File: config.mk
export PLATFORM = sky130hd
export DESIGN_NAME = numarator_invers_mmss
export DESIGN_NICKNAME = d
export VERILOG_FILES = /design/src/rtl/numarator_invers_mmss.sv
export SDC_FILE = /design/constraint.sdc
export NUM_CORES = 1
export LEC_CHECK = 0
export BUFFER_PORTS_ARGS = -buffer_cell sky130_fd_sc_hd__buf_2
export CORE_MARGIN = 4
export CORE_UTILIZATION = 40
export CTS_BUF_LIST = sky130_fd_sc_hd__clkbuf_16
export CTS_CLUSTER_SIZE = 16
export DETAILED_ROUTE_END_ITERATION = 7
export PLACE_DENSITY = 0.69
export REMOVE_ABC_BUFFERS = 1
export SLEW_MARGIN = 20
export SYNTH_ARGS = -nofsm -noshare
export SYNTH_HDL_FRONTEND = slang
export SYNTH_SLANG_ARGS = --single-unit
File: constraint.sdc
create_clock -name clk_in -period 4.5 [get_ports clk_in]
set_clock_uncertainty 0.05 [all_clocks]
set_input_delay 0.45 -clock clk_in [delete_from_list [all_inputs] [get_ports clk_in]]
set_output_delay 0.45 -clock clk_in [all_outputs]
set_load 0.02 [all_outputs]
File: src/rtl/numarator_invers_mmss.sv
// numarator_invers_mmss: mm:ss countdown timer with four BCD digit outputs.
// Loads a clamped preset, decrements once per 1 Hz tick enable and raises an
// alarm at 00:00.
// Optional build macro NUMARATOR_AUTO_RELOAD_EN: on reaching 00:00 the count
// reloads from the preset and keeps running (done still pulses, no alarm).
//
// state     | meaning
// ----------+------------------------------------------------------------
// S_IDLE    | preset loaded or acknowledged; count frozen, waiting for start
// S_RUN     | counting down one step per tick
// S_PAUSED  | started but frozen while pauza is high
// S_EXPIRED | reached 00:00; alarm held until start or load

module numarator_invers_mmss #(
  parameter int MAX_MIN = 59
) (
  input  logic       clk_in,
  input  logic       reset,
  input  logic       tick,
  input  logic       load,
  input  logic [6:0] min_set,
  input  logic [5:0] sec_set,
  input  logic       start,
  input  logic       pauza,
  output logic [3:0] BCD0,
  output logic [3:0] BCD1,
  output logic [3:0] BCD2,
  output logic [3:0] BCD3,
  output logic       running,
  output logic       done,
  output logic       alarm
);

  typedef enum logic [1:0] {
    S_IDLE    = 2'd0,
    S_RUN     = 2'd1,
    S_PAUSED  = 2'd2,
    S_EXPIRED = 2'd3
  } state_t;

  localparam logic [6:0] MAX_MIN_C = 7'(MAX_MIN);
  localparam logic [5:0] MAX_SEC_C = 6'd59;

  state_t     state_q;
  logic [6:0] min_q;
  logic [5:0] sec_q;
  logic [6:0] rl_min_q;
  logic [5:0] rl_sec_q;
  logic       running_q;
  logic       done_q;
  logic       alarm_q;

  logic [6:0] min_clamp_d;
  logic [5:0] sec_clamp_d;
  logic       count_zero;
  logic       last_step;

  assign min_clamp_d = (min_set > MAX_MIN_C) ? MAX_MIN_C : min_set;
  assign sec_clamp_d = (sec_set > MAX_SEC_C) ? MAX_SEC_C : sec_set;
  assign count_zero  = (min_q == 7'd0) && (sec_q == 6'd0);
  // 00:01 is the only value whose next decrement lands on 00:00
  assign last_step   = (min_q == 7'd0) && (sec_q == 6'd1);

  function automatic logic [3:0] bcd_tens(input logic [6:0] v);
    logic [6:0] t;
    t = v / 7'd10;
    return t[3:0];
  endfunction

  function automatic logic [3:0] bcd_units(input logic [6:0] v);
    logic [6:0] t;
    logic [6:0] u;
    t = v / 7'd10;
    u = v - (t * 7'd10);
    return u[3:0];
  endfunction

  // Timer FSM: load beats start beats tick; count, reload and flags all registered
  always_ff @(posedge clk_in or negedge reset) begin
    if (!reset) begin
      state_q   <= S_IDLE;
      min_q     <= 7'd0;
      sec_q     <= 6'd0;
      rl_min_q  <= 7'd0;
      rl_sec_q  <= 6'd0;
      running_q <= 1'b0;
      done_q    <= 1'b0;
      alarm_q   <= 1'b0;
    end else begin
      done_q <= 1'b0;
      if (load) begin
        min_q     <= min_clamp_d;
        sec_q     <= sec_clamp_d;
        rl_min_q  <= min_clamp_d;
        rl_sec_q  <= sec_clamp_d;
        state_q   <= S_IDLE;
        running_q <= 1'b0;
        alarm_q   <= 1'b0;
      end else begin
        case (state_q)
          S_IDLE: begin
            // starting from 00:00 would expire with no time elapsed, so it is refused
            if (start && !count_zero) begin
              state_q   <= pauza ? S_PAUSED : S_RUN;
              running_q <= 1'b1;
            end
          end
          S_RUN: begin
            if (pauza) begin
              state_q <= S_PAUSED;
            end else if (tick && !count_zero) begin
              if (last_step) begin
`ifdef NUMARATOR_AUTO_RELOAD_EN
                min_q  <= rl_min_q;
                sec_q  <= rl_sec_q;
                done_q <= 1'b1;
`else
                min_q     <= 7'd0;
                sec_q     <= 6'd0;
                state_q   <= S_EXPIRED;
                running_q <= 1'b0;
                done_q    <= 1'b1;
                alarm_q   <= 1'b1;
`endif
              end else if (sec_q != 6'd0) begin
                sec_q <= sec_q - 6'd1;
              end else begin
                min_q <= min_q - 7'd1;
                sec_q <= MAX_SEC_C;
              end
            end
          end
          S_PAUSED: begin
            if (!pauza) begin
              state_q <= S_RUN;
            end
          end
          S_EXPIRED: begin
            if (start) begin
              state_q <= S_IDLE;
              alarm_q <= 1'b0;
            end
          end
          default: begin
            state_q   <= S_IDLE;
            running_q <= 1'b0;
          end
        endcase
      end
    end
  end

  // Display digits follow the registered count with no extra latency
  always_comb begin
    BCD0 = bcd_units({1'b0, sec_q});
    BCD1 = bcd_tens({1'b0, sec_q});
    BCD2 = bcd_units(min_q);
    BCD3 = bcd_tens(min_q);
  end

  assign running = running_q;
  assign done    = done_q;
  assign alarm   = alarm_q;

endmodule

==> metrics.txt <==
predominant post-synthesis flop cell=sky130_fd_sc_hd__dfrtp_1; Synth Area in Adders=between 10% and 20%; # IOs=38; number of buffers created by CTS=3; Final Total Pwr=about 0.9 mW; final global-route overflow total=0; Crit path required time=4000 ps; pins over their slew limit=0; Syn Std Cell Area=1940 sq um; fin crit share=a little over nine tenths; count of port buffers added during placement=36; clock root buffer=sky130_fd_sc_hd__clkbuf_16; routed length per instance=about 14 microns; critical-path maximum fanout=5; number of hold buffers added after CTS=0; met3 demand-to-capacity share in global routing=2.09%; Pleak=1.02 nW; cell total after placement=around 330; initial core utilization=41.1%; clock tree from TritonCTS=done; First DRT Iteration DRCs=157; power density over cell area=around 400 nW/um^2; count of maximum capacitance violations=0; final number of hold-violating endpoints=0; antenna violation net count after detailed routing=0; Die Ht=77.7 microns; final-report setup violation count=0; share of synthesized area occupied by flip-flops and latches=23.2%; HPWL after detailed placement=around 3700 microns; clock latency of the later-clocked register in the worst-skew pair=250 ps; final cell count without fillers=343; main combinational cell family by area after synthesis=compound AO/OA/AOI/OAI gates; row count=25; drc violations=0; number of H-tree levels=1; area fraction in and, or, nand and nor cells after synthesis=24.7%; via count=1915; post-detailed-routing wire length=4870 microns; kind of critical path=flip-flop to output port; clock sink count=18; max_slew headroom=43.5%; Gate Count Post-Synth=239; number of nets in the final layout=around 310; vias in the first global route=1749; minimum clock period after layout=~4300 ps; share of layout cells above drive strength 1=26.8%; run status=finished clean; class of the tightest hold or removal check=input port to asynchronous set/reset pin; mean cell area of the mapped netlist=just over 8 sq um; count of fill cells added during filler insertion=463; floorplan core area=4720 sq um; clk slew on worst S/H paths=50 ps; via/cell ratio=between 5 and 6; GRT Max-Usage Layer=met2; maximum number of pins on one net before global-route repair=19; async set-or-reset flop fraction in the synthesized netlist=100%; number of distinct standard cells referenced by the synthesized netlist=67; gr usage total=16.0%; Total Die Area=6040 sq um; IR drop worst, VDD=0.000173 V; multiplexer area fraction after synthesis=roughly 1.2%; number of synthesized register bits=18; first-pass GRT wire length=8090 microns; GRT met2 Usage=between 20% and 30%; CP arrival=~3800 ps; peak clock frequency supported by timing=0.232 GHz; Yosys Warn Count=0; length of the first detailed-routing pass in iterations=4; count of flip-flops with a built-in enable after synthesis=0; number of diodes added for antenna fixing=0; relative area change from synthesis to final layout=19.3%; initial antenna violation count=0; gp weighted congestion=0.805; crit path capture type=output port; pin slew with the least headroom to its limit=847 ps; die width=around 78 microns; number of buffers on the longest clock path=2; nature of the critical path startpoint=flip-flop; met1 global-route usage=between 20% and 30%; compound-cell area share of the yosys netlist=27.0%; xor/xnor cell area share of the yosys netlist=under 10%
-- area by class of cell --
| class | instances | area, sq um | area share [%] |
|---|---|---|---|
| clock buffer | 3 | 75.1 | 3.24 |
| sequential | 18 | 454 | 19.6 |
| multi-input combinational | 186 | 1360 | 58.6 |
| clock inverter | 1 | 3.75 | 0.162 |
| tap | 67 | 83.8 | 3.62 |
| inverter | 21 | 78.8 | 3.40 |
| timing repair buffer | 47 | 263 | 11.3 |
-- path summary, 6_finish.rpt --
path / startpoint / endpoint / slack [ps] / cells past startpoint
max in group asynchronous: reset / sec_q[3]$_DFFE_PN0P_ / 3990 / 1
worst max register to register: min_q[1]$_DFFE_PN0P_ / sec_q[3]$_DFFE_PN0P_ / 1970 / 7
worst max-delay path: min_q[4]$_DFFE_PN0P_ / BCD2[3] / 190 / 18
worst min register to register: running$_DFFE_PN0P_ / running$_DFFE_PN0P_ / 480 / 2
min in group clk_in: pauza / state_q[0]$_DFFE_PN0P_ / 330 / 2
worst min-delay path: reset / min_q[4]$_DFFE_PN0P_ / 90 / 1
-- metrics by stage --
step | TNS [ps] | util (%) | worst slack (ps) | instance area, sq um | hold slack [ps]
floorplan | 0 | - | 42.5 | 1850 | 104
detailed placement | 0 | 45.5 | 214 | 2150 | 365
global placement | 0 | 45.5 | 348 | 2150 | 364
finish | 0 | 49.1 | 186 | 2320 | 85.1
global route | -33.8 | 49.1 | -20.5 | 2320 | 122
CTS | 0 | 47.2 | 13.0 | 2230 | 97.5
-- layout by cell type, fill, tap and decap left out, types with 3 or more instances in the layout --
cell and instances:
sky130_fd_sc_hd__nor3_1 5, sky130_fd_sc_hd__a221oi_1 3, sky130_fd_sc_hd__ha_1 14, sky130_fd_sc_hd__inv_1 21, sky130_fd_sc_hd__nand2_1 13, sky130_fd_sc_hd__buf_2 36
sky130_fd_sc_hd__o21ai_0 19, sky130_fd_sc_hd__clkbuf_16 3, sky130_fd_sc_hd__nand4_1 3, sky130_fd_sc_hd__xnor2_1 5, sky130_fd_sc_hd__a21oi_1 18, sky130_fd_sc_hd__dfrtp_1 15
sky130_fd_sc_hd__nor2_1 27, sky130_fd_sc_hd__dfrtp_2 3, sky130_fd_sc_hd__a31oi_1 3, sky130_fd_sc_hd__nand2b_1 3, sky130_fd_sc_hd__nor4_1 3, sky130_fd_sc_hd__buf_4 11
sky130_fd_sc_hd__nor2b_1 4
-- critical path: stages (launching register included) --
cell                       delay [ps]
sky130_fd_sc_hd__dfrtp_1          430
sky130_fd_sc_hd__nand2b_4         190
sky130_fd_sc_hd__o21ai_1          110
sky130_fd_sc_hd__a22oi_1           80
sky130_fd_sc_hd__o221a_2          290
sky130_fd_sc_hd__inv_1             90
sky130_fd_sc_hd__ha_1             230
sky130_fd_sc_hd__nor3b_1          180
sky130_fd_sc_hd__maj3_1           360
sky130_fd_sc_hd__o221ai_1         170
sky130_fd_sc_hd__a21oi_1          100
sky130_fd_sc_hd__o21ai_2           90
sky130_fd_sc_hd__ha_1             160
sky130_fd_sc_hd__inv_1             50
sky130_fd_sc_hd__fa_1             370
sky130_fd_sc_hd__xnor2_1          140
sky130_fd_sc_hd__xnor2_1          190
sky130_fd_sc_hd__xnor2_1          130
sky130_fd_sc_hd__buf_2            180
-- flip-flops by register name, indices dropped and copies added, names as in the netlist --
| name | flops |
|---|---|
| alarm | 1 |
| done | 1 |
| state_q | 2 |
| min_q | 7 |
| running | 1 |
| sec_q | 6 |
-- Yosys cell counts (all sizes together) (2+ instances only) --
cell    instances  share of area [%]
a211o           3                1.4
nor4            4                2.1
nor3b           2               0.77
xnor2           6                2.7
o31a            2               0.90
fa              2                2.1
a311oi          2                1.2
ha             14                9.0
and2            3                1.1
nor2           27                5.2
o221a           2                1.2
o311ai          2               0.90
o21a            2               0.77
a31oi           3               0.97
a211oi          2               0.77
clkbuf          5                1.5
o211ai          2                1.0
and3            2               0.64
o21ai          21                5.4
nor3            5                1.3
nor2b           4                1.3
dfrtp          18                 23
nand2b          5                1.6
nand2          14                2.8
inv            21                4.1
nand3b          2               0.77
buf             9                3.5
nand3           2               0.52
nand4           4                2.1
a21oi          20                5.3
or3             3                1.0
a221oi          3                1.4
nor4b           2                1.7
o221ai          2               0.90
-- timing repair --
| item | 4_1_cts | 5_1_grt |
|---|---|---|
| pin swaps | 0 | 3 |
| endpoints found under the setup margin | 1 | 3 |
| buffers inserted | 0 | 6 |
| gates resized for setup | 1 | 10 |
| hold endpoints to repair | 0 | 0 |
-- kinds of logic (layout without fill, tap and decap cells) --
family	count (synthesis)	count (layout)
buffers and inverters	35	72
flip-flops	18	18
adder cells (fa/ha/maj)	17	17
AND/OR/NAND/NOR	83	83
other	1	1
XOR/XNOR	7	7
multiplexers	1	1
AO/OA/AOI/OAI	77	77
-- where the power goes --
group / switching [mW] / internal (mW) / total, mW
combinational: 0.299 / 0.212 / 0.511
clock: 0.0640 / 0.118 / 0.182
sequential: 0.0388 / 0.180 / 0.219
-- per-layer routing --
metal,share of wire [%],up-vias
li1,-,941
met1,46,912
met2,48,58
met3,4.6,4
met4,1.1,0
met5,0,-
Power figures use the tool's default switching activity.
